$ cat src/rtl/bus_line_filler.sv
// Cache-line bus filler: issues LINE_WORDS critical-word-first beats per request.
// Optional per-beat timeout abort is enabled with `define BUS_TIMEOUT_EN.
module bus_line_filler #(
  parameter int LINE_WORDS     = 8,
  parameter int TIMEOUT_CYCLES = 255
) (
  input  logic        clk,
  input  logic        Nrst,
  input  logic        req_valid,
  output logic        req_ready,
  input  logic [31:0] req_addr,
  input  logic        req_wr,
  input  logic [31:0] wr_data,
  output logic        wr_pop,
  output logic [31:0] rd_data,
  output logic        rd_valid,
  output logic        done,
  output logic        err,
  output logic [31:0] bus_addr,
  output logic [31:0] bus_wdata,
  output logic        bus_rd,
  output logic        bus_wr,
  input  logic [31:0] bus_rdata,
  input  logic        bus_ready
);
  localparam int K = $clog2(LINE_WORDS);
  localparam logic [K-1:0] LAST = K'(LINE_WORDS - 1);

  if (LINE_WORDS < 2 || LINE_WORDS > 16 || (LINE_WORDS & (LINE_WORDS - 1)) != 0) begin : g_bad_lw
    $error("LINE_WORDS must be a power of two in 2..16");
  end
  if (TIMEOUT_CYCLES < 1) begin : g_bad_to
    $error("TIMEOUT_CYCLES must be at least 1");
  end

  typedef enum logic [1:0] {IDLE, XFER, DONE} state_t;

  state_t        state;
  logic [29-K:0] base_q;
  logic [K-1:0]  idx_q, beat_q;
  logic          wr_q;
  logic          in_xfer, abort;
  logic          unused_ok;

  assign unused_ok = &{1'b0, req_addr[1:0]};
  assign in_xfer   = (state == XFER);

  assign req_ready = (state == IDLE);
  assign done      = (state == DONE);
  assign bus_rd    = in_xfer && !wr_q;
  assign bus_wr    = in_xfer && wr_q;
  assign bus_addr  = in_xfer ? {base_q, idx_q, 2'b00} : '0;
  assign bus_wdata = bus_wr ? wr_data : '0;
  assign wr_pop    = bus_wr && bus_ready;

`ifdef BUS_TIMEOUT_EN
  localparam int TW = $clog2(TIMEOUT_CYCLES + 1);
  logic [TW-1:0] to_q;
  logic          err_q;

  // Counts consecutive stalled XFER cycles; any completed beat restarts it.
  assign abort = in_xfer && !bus_ready && (to_q == TW'(TIMEOUT_CYCLES - 1));
  assign err   = err_q;

  always_ff @(posedge clk or negedge Nrst) begin
    if (!Nrst) begin
      to_q  <= '0;
      err_q <= 1'b0;
    end else begin
      to_q  <= (!in_xfer || bus_ready) ? '0 : to_q + 1'b1;
      err_q <= abort || (err_q && state != DONE);
    end
  end
`else
  assign abort = 1'b0;
  assign err   = 1'b0;
`endif

  always_ff @(posedge clk or negedge Nrst) begin
    if (!Nrst) begin
      state    <= IDLE;
      base_q   <= '0;
      idx_q    <= '0;
      beat_q   <= '0;
      wr_q     <= 1'b0;
      rd_data  <= '0;
      rd_valid <= 1'b0;
    end else begin
      rd_valid <= 1'b0;
      case (state)
        IDLE: if (req_valid) begin
          base_q <= req_addr[31:K+2];
          idx_q  <= req_addr[K+1:2];
          wr_q   <= req_wr;
          beat_q <= '0;
          state  <= XFER;
        end
        XFER: if (bus_ready) begin
          // Word index wraps within the line; upper address bits stay fixed.
          idx_q  <= idx_q + 1'b1;
          beat_q <= beat_q + 1'b1;
          if (!wr_q) begin
            rd_data  <= bus_rdata;
            rd_valid <= 1'b1;
          end
          if (beat_q == LAST) state <= DONE;
        end else if (abort) begin
          state <= DONE;
        end
        DONE:    state <= IDLE;
        default: state <= IDLE;
      endcase
    end
  end
endmodule
$ cat config.mk
export PLATFORM = sky130hd
export DESIGN_NAME = bus_line_filler
export DESIGN_NICKNAME = d
export VERILOG_FILES = /design/src/rtl/bus_line_filler.sv
export SDC_FILE = /design/constraint.sdc
export NUM_CORES = 1
export LEC_CHECK = 0
export CAP_MARGIN = 25
export CORE_ASPECT_RATIO = 2
export CORE_MARGIN = 2
export CORE_UTILIZATION = 34
export DETAILED_ROUTE_END_ITERATION = 6
export GPL_TIMING_DRIVEN = 1
export PLACE_DENSITY_LB_ADDON = 0.2
export SETUP_SLACK_MARGIN = 0.02
export SYNTH_ARGS = -nofsm -noshare
export SYNTH_HDL_FRONTEND = slang
export SYNTH_SLANG_ARGS = --single-unit
$ cat constraint.sdc
create_clock -name clk -period 1.48 [get_ports clk]
set_input_delay 0.296 -clock clk [delete_from_list [all_inputs] [get_ports clk]]
set_output_delay 0.296 -clock clk [all_outputs]
set_load 0.05 [all_outputs]
==> metrics.md <==
| Metric | Value |
|---|---|
| Outcome | finished, violations left |
| Failing checks | negative setup slack |
| Yosys cell types | 34 |
| Seq cells post-synth | between 60 and 70 |
| Crit path top cell by count | buf_12 |
| Total track usage | 20.6% |
| Seq/Total Area, Yosys | between 50% and 60% |
| Finished Core Util | 77.8% |
| Post-synth EDFFs | 0 |
| Crit end category | primary output |
| Mapped Cells | about 310 |
| Cell accounting for the most synthesized area | dfrtp_1 |
| TritonCTS clock tree | yes |
| Critical-path top delay cell | dfrtp_1 |
| Share of post-route cells with drive strength above 1 | between 50% and 60% |
| Multi-input gate area | 1830 um^2 |
| VDD IR max | just under 2000 uV |
| Vias | 3054 |
| CTS root buf | clkbuf_16 |
| GRT overflow | 0 |
| RSZ-0062 raised after global routing | yes |
| CP max FO | 6 |
| CTS Buf Count | 9 |
| Worst setup SP type | flop |
| PwrDens | 2720 nW/um^2 |
| Final Net Count | roughly 650 |
| Antenna violations before repair | 0 |
| Final HPWL DP | approximately 7.7 mm |
| Worst Path Arrival | around 1500 ps |
| Worst-path cell chain | nor2b_4 -> buf_12 -> clkbuf_16 -> and3_4 -> buf_12 |
| Slew Limit Fails | 0 |
| Clock Path Buffers | 2 |
| Req. time, crit path | ~1200 ps |
| Core ar. | 9950 um^2 |
| Diode count | 0 |
| Chip Width | between 70 and 80 um |
| Setup ws final | -338 ps |
| Share of the synthesized area in the top cell type | around 50% |
| DR pass1 iterations | 4 |
| Filler cells | about 610 |
| Area taken by flip-flops and latches | roughly 1700 um^2 |
| Final Cycle Share | 123% |
| H-Tree Depth | 3 |
| GP Congestion | ~0.7 |
| Rows | 52 |
| Clock transition at path regs | 60 ps |
| Die ar. | between 10000 and 15000 um^2 |
| Maxcap violations | 0 |
| Max Fclk | 550 MHz |
| DR vias/cell | between 4 and 5 |
| Clock skew | 5.94 ps |
| Async S/R FF share, synth | between 90% and 100% |
| Initial drt markers | ~120 |
| Clock Latency Late Sink | about 320 ps |
| Vias in the first global route | 3275 |
| Setup violators final | 130 |
| Leak | between 3 and 4 nW |
| Ports | between 200 and 250 |
| Crit-path max cell delay | 380 ps |
| First-pass GRT wire length | roughly 17 mm |
| # DRC | 0 |
| Ys flop type | dfrtp_1 |
| Area growth syn-to-layout | 125% |
| Die Y | 146 um |
| Mapped Area | ~3400 um^2 |
| Hold Worst Slack | roughly 410 ps |
| Fin crit period | 1820 ps |
| Avg Inst Size Synth | approximately 11 um^2 |
| Final hold vios | 0 |
| Routed len/inst | ~16 um |
| Area contributors post-synth | dfrtp_1 (50%), mux2_4 (13%), nand2_1 (7.4%) |
| Commonest non-fill, non-tap cell in the layout | buf_12 |
| Initial Utilization | about a third |
| ANT nets after route | 0 |
| Largest net degree at the start of global routing | 31 |
| Yosys warns | 0 |
| I/O Buffers | 198 |
| Sink Count | between 60 and 70 |
| Final wirelength | ~11 mm |
| Most frequent cells in the layout | buf_12 (113), clkdlybuf4s50_1 (97), nand2_1 (68), dfrtp_1 (68), and3_4 (33) |
| Kind of critical path | flop to primary output |
| Hold WC Path Type | input port to asynchronous set/reset pin |
==> what timing repair did <==
action,CTS,global route
setup endpoints to repair,87,130
resized for setup,36,18
hold endpoints to repair,9,0
hold buffers,1,0
buffers inserted,10,5
gates cloned,5,2
pin swaps,9,13
==> metal layers <==
layer,vias to the layer above,routed length (um),track usage [%]
met5,-,0,0
met4,0,144,4.82
met3,12,868,8.07
met2,115,5500,32.1
met1,1444,4320,26.8
li1,1483,-,-
==> metrics by stage <==
stage	area, um^2	cells	setup WS, ps	setup TNS, ps	power, mW
3_5_place_dp	6950	645	-294	-16650	17.5
2_1_floorplan	3690	314	-56.8	-1180	10.8
5_1_grt	7740	683	-406	-37430	21.9
6_report	7740	683	-338	-30060	21.0
4_1_cts	7650	677	-351	-27070	21.0
3_3_place_gp	6950	645	-290	-16460	17.3
==> power by group <==
part,total [mW],internal [mW],switching [mW]
Sequential,3.64,2.81,0.832
Clock,2.48,1.66,0.826
Combinational,14.9,7.87,7.03
==> final timing paths <==
path,slack [ps],cells past startpoint,end,from
setup / recovery,-340,5,bus_wdata[31],state[0]
hold reg to reg,470,2,base_q[13],base_q[13]
max in group asynchronous,610,3,rd_data[15],Nrst
setup reg to reg,-280,8,rd_data[27],state[1]
hold / removal,410,2,base_q[21],Nrst
min in group clk,470,2,base_q[13],base_q[13]
==> synthesized netlist by cell type (all sizes together), types with 2 or more instances <==
| cell type | number |
|---|---|
| mux2 | 32 |
| buf | 16 |
| nand3 | 3 |
| a21oi | 3 |
| and2 | 31 |
| nand3b | 3 |
| and3 | 34 |
| dfrtp | 69 |
| nand2 | 88 |
| nor3b | 2 |
| clkbuf | 11 |
| nor2b | 3 |
| o21ai | 3 |
| nor2 | 2 |
| ha | 3 |
==> worst max-delay path, delay by kind of cell (launching register included) <==
family / cells / cell delay (ps)
buffers and inverters: 3 / 410
and+or+nand+nor: 2 / 410
DFF: 1 / 380
==> cell families after synthesis <==
group	synth area share [%]
other	0.109
adder cells (fa/ha/maj)	1.09
flip-flops	50.2
AO/OA/AOI/OAI	2.98
multiplexers	13.6
AND/OR/NAND/NOR	26.4
buffers and inverters	5.60
==> state kept, by name, indices dropped and copies added, names as in the netlist <==
signal	count
beat_q	3
rd_valid	1
state	2
wr_q	1
rd_data	32
idx_q	3
base_q	27
==> area by class of cell <==
cell class / instances / share of cell area [%]
Clock inverter: 7 / 1.57
Tap cell: 135 / 2.18
Clock buffer: 9 / 2.91
Inverter: 1 / 0.0485
Sequential cell: 69 / 22.3
Multi-Input combinational cell: 217 / 23.6
Timing Repair Buffer: 245 / 47.4
Power figures use the tool's default switching activity.
==> edit 1 (config.mk and constraints unchanged) <==
The parameter `LINE_WORDS` goes from 8 to 4.
--- a/src/rtl/bus_line_filler.sv
+++ b/src/rtl/bus_line_filler.sv
@@ -1,7 +1,7 @@
 // Cache-line bus filler: issues LINE_WORDS critical-word-first beats per request.
 // Optional per-beat timeout abort is enabled with `define BUS_TIMEOUT_EN.
 module bus_line_filler #(
-  parameter int LINE_WORDS     = 8,
+  parameter int LINE_WORDS     = 4,
   parameter int TIMEOUT_CYCLES = 255
 ) (
   input  logic        clk,
Behaviour: not the same (Yosys sat finds a counterexample within 4 cycles, from zero or initial values and one cycle with Nrst low).
==> edit 1 against the unedited design <==
  * The flow still finishes with violations (negative setup slack)
  * Clock skew decreased by 3.1 ps
  * Synthesized area decreased by 4.6%
  * Sequential share of layout area increased by 0.87 points
  * Total power decreased by 6.3%
  * Worst setup slack got worse by 7.1 ps
  * Sequential cell count decreased by 1
  * Design area decreased by 5.1%
  * Routed wire length increased by 4.3%
==> edit 1: results (changes against the unedited design) <==
INFO  metric n_sequential_cell = 68 (-1.4%)
INFO  metric met3_wirelength = 872 µm (+0.46%)
INFO  metric areaGrowthSynthToFinish = 124%
INFO  metric clock_buffer_cells = 15 (+6)
INFO  metric grt_start_max_net_pins = 69 (+120%)
INFO  metric layout.non_clock_inverters = 0 (-1)
INFO  metric area.share.sequential = 0.232 (+0.00868)
INFO  metric synth_top_cells_by_count = 91 x sky130_fd_sc_hd__nand2_1, 68 x sky130_fd_sc_hd__dfrtp_1, 32 x sky130_fd_sc_hd__and3_1
INFO  metric static-leakage-power = 0.00339 µW (-4.1%)
INFO  metric synth.yosys.seq_area_share = 0.518 (+0.0167)
INFO  metric timing.rr.end = rd_data[14]$_DFFE_PN0P_
INFO  metric track_usage = 0.206 (about the same)
INFO  metric place_hpwl = 7.97 mm (+3.6%)
INFO  metric synth_area_leaders = sky130_fd_sc_hd__dfrtp_1 52%, sky130_fd_sc_hd__mux2_4 13%, sky130_fd_sc_hd__nand2_1 10%, sky130_fd_sc_hd__and3_1 6.1%, sky130_fd_sc_hd__and2_1 5.9%
INFO  metric vias_per_cell = 4.84 (+8.3%)
INFO  metric fin_ws = -345 ps (-7.09 ps)
INFO  metric num-nonclk-buffers = 241 (-1.6%)
INFO  metric run_status = finished, violations left
INFO  metric violations_in_the_final_reports = negative setup slack
INFO  metric timing.final.setup_violations = 123 (-5.4%)
INFO  metric detail_route.wirelength.met1 = 3.46 mm (-20%)
INFO  metric multi_input_comb_area = 1700 µm² (-6.8%)
INFO  metric post_placement_cell_area = 6540 µm² (-5.9%)
INFO  metric comb.multi_input.count = 211 (-2.8%)
INFO  metric number_of_drc_violations_after_detailed_routing_iteration_0 = 125 (+6.8%)
INFO  metric first_global_vias = 3277 (+0.061%)
INFO  metric finalClockSkew = 2.80 ps (-3.14 ps)
INFO  metric detail_route.wl_per_cell = 17.7 µm (+11%)
INFO  metric nonClkBufAreaFrac = 0.480 (+0.00626)
INFO  metric cp-endpoint = bus_wdata[24]
INFO  metric reg2reg_depth = 7 (-1)
INFO  metric layout_filler_cell_count = 572 (-5.8%)
INFO  metric synth.avg_cell_area = 10.9 µm² (-1.1%)
INFO  metric registers_with_the_most_flip_flops = rd_data (32), base_q (28)
INFO  metric grt_pass1_wl = 16.5 mm (-5.5%)
INFO  metric detailroute.wirelength.met2 = 6.69 mm (+22%)
-- edit 1: changes by cell type after synthesis, moves of 2 or more --
cell                       before  now
sky130_fd_sc_hd__ha_1           3    1
sky130_fd_sc_hd__buf_12         0    3
sky130_fd_sc_hd__and3_2         0    2
sky130_fd_sc_hd__nand2_2       20    0
sky130_fd_sc_hd__nand2_1       68   91
sky130_fd_sc_hd__clkbuf_2       0    3
sky130_fd_sc_hd__and3_1        34   32
sky130_fd_sc_hd__mux2_2         0    3
sky130_fd_sc_hd__mux2_1         3    0
sky130_fd_sc_hd__buf_6          6    4
sky130_fd_sc_hd__clkbuf_1      11    7
sky130_fd_sc_hd__buf_8          2    0
sky130_fd_sc_hd__nand3b_1       2    0
-- edit 1: logic make-up after synthesis --
group | after synthesis | synth area share
AOI/OAI and AO/OA | 6 | 0.0133
adders and majority gates | 1 | 0.00381
buffers and inverters | 25 | 0.0591
DFF | 68 | 0.518
muxes | 32 | 0.143
other | 1 | 0.00114
and+or+nand+nor | 168 | 0.261
-- edit 1: power by group through the flow --
stage / sequential [µW] / combinational, µW / clock, µW
2_1_floorplan: 4820 / 5270 / 0
3_3_place_gp: 3510 / 12800 / 0
3_5_place_dp: 3570 / 12900 / 0
4_1_cts: 3570 / 13600 / 2050
5_1_grt: 3710 / 14600 / 2130
6_report: 3590 / 14100 / 2010
-- edit 1: worst min-delay path, stage by stage, from the launching register on --
cell,delay [ps]
sky130_fd_sc_hd__dfrtp_1,340
sky130_fd_sc_hd__nand2_1,50
sky130_fd_sc_hd__nand2_1,50
-- edit 1: worst min path at each step --
| stage | from | to | depth (start not counted) |
|---|---|---|---|
| CTS | base_q[20]$_DFFE_PN0P_ | base_q[20]$_DFFE_PN0P_ | 2 |
| finish | base_q[6]$_DFFE_PN0P_ | base_q[6]$_DFFE_PN0P_ | 2 |
| detailed placement | Nrst | rd_data[22]$_DFFE_PN0P_ | 2 |
| floorplan | Nrst | base_q[0]$_DFFE_PN0P_ | 0 |
| global placement | Nrst | rd_data[22]$_DFFE_PN0P_ | 2 |
| global route | base_q[20]$_DFFE_PN0P_ | base_q[20]$_DFFE_PN0P_ | 2 |
-- edit 1: timing repair --
| action | CTS | global route |
|---|---|---|
| endpoints found under the setup margin | 86 | 130 |
| setup buffers | 10 | 10 |
| pin swaps | 3 | 16 |
| hold endpoints to repair | 11 | 0 |
| cloned | 2 | 6 |
| gates resized for setup | 42 | 70 |
| hold buffers | 1 | 0 |
-- edit 1: routing by layer --
| layer | GRT usage | vias up |
|---|---|---|
| met5 | 0 | - |
| met4 | 0.0785 | 0 |
| met3 | 0.0656 | 19 |
| met2 | 0.388 | 147 |
| met1 | 0.198 | 1497 |
| li1 | - | 1436 |
==> edit 2 (same flow settings) <==
Made on the original files. Encoding of `state_t`: now one-hot (3 bits for 3 states).
--- a/src/rtl/bus_line_filler.sv
+++ b/src/rtl/bus_line_filler.sv
@@ -33,7 +33,7 @@
     $error("TIMEOUT_CYCLES must be at least 1");
   end
 
-  typedef enum logic [1:0] {IDLE, XFER, DONE} state_t;
+  typedef enum logic [2:0] {IDLE = 3'b001, XFER = 3'b010, DONE = 3'b100} state_t;
 
   state_t        state;
   logic [29-K:0] base_q;
Formal check against the unedited RTL: same outputs for any inputs over 10 cycles, from zero or initial values and one cycle with Nrst low; not proved beyond that.
==> edit 2 against the unedited design <==
  * Routed wire length rose by 9.9%
  * Worst setup slack got worse by 290 ps
  * The flow still finishes with violations (negative setup slack)
  * Combinational power fell by 40%
  * Synthesized area fell by 6.5%
  * Total power fell by 32%
  * Design area fell by 5.8%
  * Critical path type unchanged
  * Worst hold slack got worse by 2.3 ps
  * Sequential cell count rose by 1
==> edit 2: results (changes against the unedited design) <==
INFO  metric synth.yosys.seq_area_share = 0.545 (+0.0433)
INFO  metric detail_route.wl_per_cell = 18.5 µm (+17%)
INFO  metric timing.final.setup_violations = 135 (+3.8%)
INFO  metric clkTransAtPathRegs = 50 ps
INFO  metric post_placement_cell_area = 6550 µm² (-5.7%)
INFO  metric run_status = finished, violations left
INFO  metric ir_worst_vdd = 1.55 mV (-19%)
INFO  metric combPwrFrac = 0.627 (-0.082)
INFO  metric post-place-ws = -371 ps (-77.1 ps)
INFO  metric layout_filler_cell_count = 546 (-10%)
INFO  metric sw_frac_of_total = 0.412 (-0.00134)
INFO  metric layout-drive-gt1-share = 0.507 (-0.0236)
INFO  metric routed-via-count = 3228 (+5.7%)
INFO  metric netlist-cell-type-count = 30 (-12%)
INFO  metric worstPathArrival = 1810 ps (+290 ps)
INFO  metric synthesis.area = 3220 µm² (-6.5%)
INFO  metric violations_in_the_final_reports = negative setup slack
INFO  metric track_usage = 0.230 (+0.0241)
INFO  metric fin_ws = -629 ps (-292 ps)
INFO  metric grt_pass1_wl = 18.0 mm (+3.3%)
INFO  metric cts-root-buf = sky130_fd_sc_hd__clkbuf_16
INFO  metric nNetsFinal = 642 (-0.77%)
INFO  metric place_congestion = 0.846 (+18%)
INFO  metric finalClockSkew = 4.57 ps (-1.37 ps)
INFO  metric first_global_vias = 3541 (+8.1%)
INFO  metric number_of_drc_violations_after_detailed_routing_iteration_0 = 140 (+20%)
INFO  metric reg2reg_depth = 5 (-3)
[edit 2: cell count changes after synthesis, sizes merged, moves of 2 or more]
cell / delta
clkbuf: +9
buf: -9
nand3b: -3
nand3: -2
nor3b: +3
nor2: +3
nor2b: -3
a32o: +2
o21ai: -2
[edit 2: repair_timing]
| action | in CTS | in global routing |
|---|---|---|
| hold buffers | 1 | 0 |
| setup endpoints to repair | 134 | 136 |
| endpoints found under the hold margin | 14 | 0 |
| cloned | 6 | 3 |
| resized for setup | 58 | 38 |
| buffers inserted | 11 | 4 |
| pin swaps | 20 | 12 |
[edit 2: path summary, 6_finish.rpt]
check / start / end / slack, ps
setup / recovery: state[2]$_DFFE_PN0P_ / wr_pop / -630
setup reg to reg: state[2]$_DFFE_PN0P_ / rd_data[0]$_DFFE_PN0P_ / -380
max in group asynchronous: Nrst / state[0]$_DFFE_PN1P_ / 530
min in group clk: base_q[12]$_DFFE_PN0P_ / base_q[12]$_DFFE_PN0P_ / 480
hold reg to reg: base_q[12]$_DFFE_PN0P_ / base_q[12]$_DFFE_PN0P_ / 480
hold / removal: Nrst / base_q[3]$_DFFE_PN0P_ / 400
[edit 2: routing by layer]
layer | wire length, µm | global-route usage | up-vias
li1 | - | - | 1472
met1 | 3510 | 0.214 | 1564
met2 | 7170 | 0.441 | 163
met3 | 826 | 0.0597 | 29
met4 | 401 | 0.110 | 0
met5 | 0 | 0 | -
[edit 2: logic make-up after synthesis]
group | share of synthesized area
AO/OA/AOI/OAI | 0.0253
adder cells (fa/ha/maj) | 0.0117
buffers and inverters | 0.0436
flip-flops | 0.545
multiplexers | 0.112
other | 0.00117
AND/OR/NAND/NOR | 0.261
[edit 2: worst register-to-register path, delay by kind of cell, from the launching register on]
family | cells | cell delay (ps)
simple gates | 2 | 690
buf+inv | 2 | 320
flops | 1 | 390
mux | 1 | 340
[edit 2: power groups by stage]
stage	sequential, µW	clock [µW]	combinational [µW]
global placement	3490	0	7910
global route	3690	1940	9360
finish	3570	1810	9010
detailed placement	3560	0	8040
floorplan	4730	0	2640
CTS	3560	1870	8790
[edit 2: layout make-up]
class                           instances  area [µm²]  area share
Tap cell                              104         130      0.0178
Multi-Input combinational cell        215        1670       0.229
Clock buffer                           10         229      0.0314
Sequential cell                        70        1750       0.240
Timing Repair Buffer                  241        3500       0.479
Inverter                                1        3.75    0.000514
Clock inverter                          3        15.0     0.00206
[edit 2: per-stage QoR]
| step | setup TNS, ps | cells |
|---|---|---|
| after CTS | -53890 | 642 |
| after global placement | -28570 | 611 |
| after detailed placement | -31030 | 611 |
| after global routing | -63540 | 644 |
| final | -55130 | 644 |
| after floorplan | -31280 | 313 |
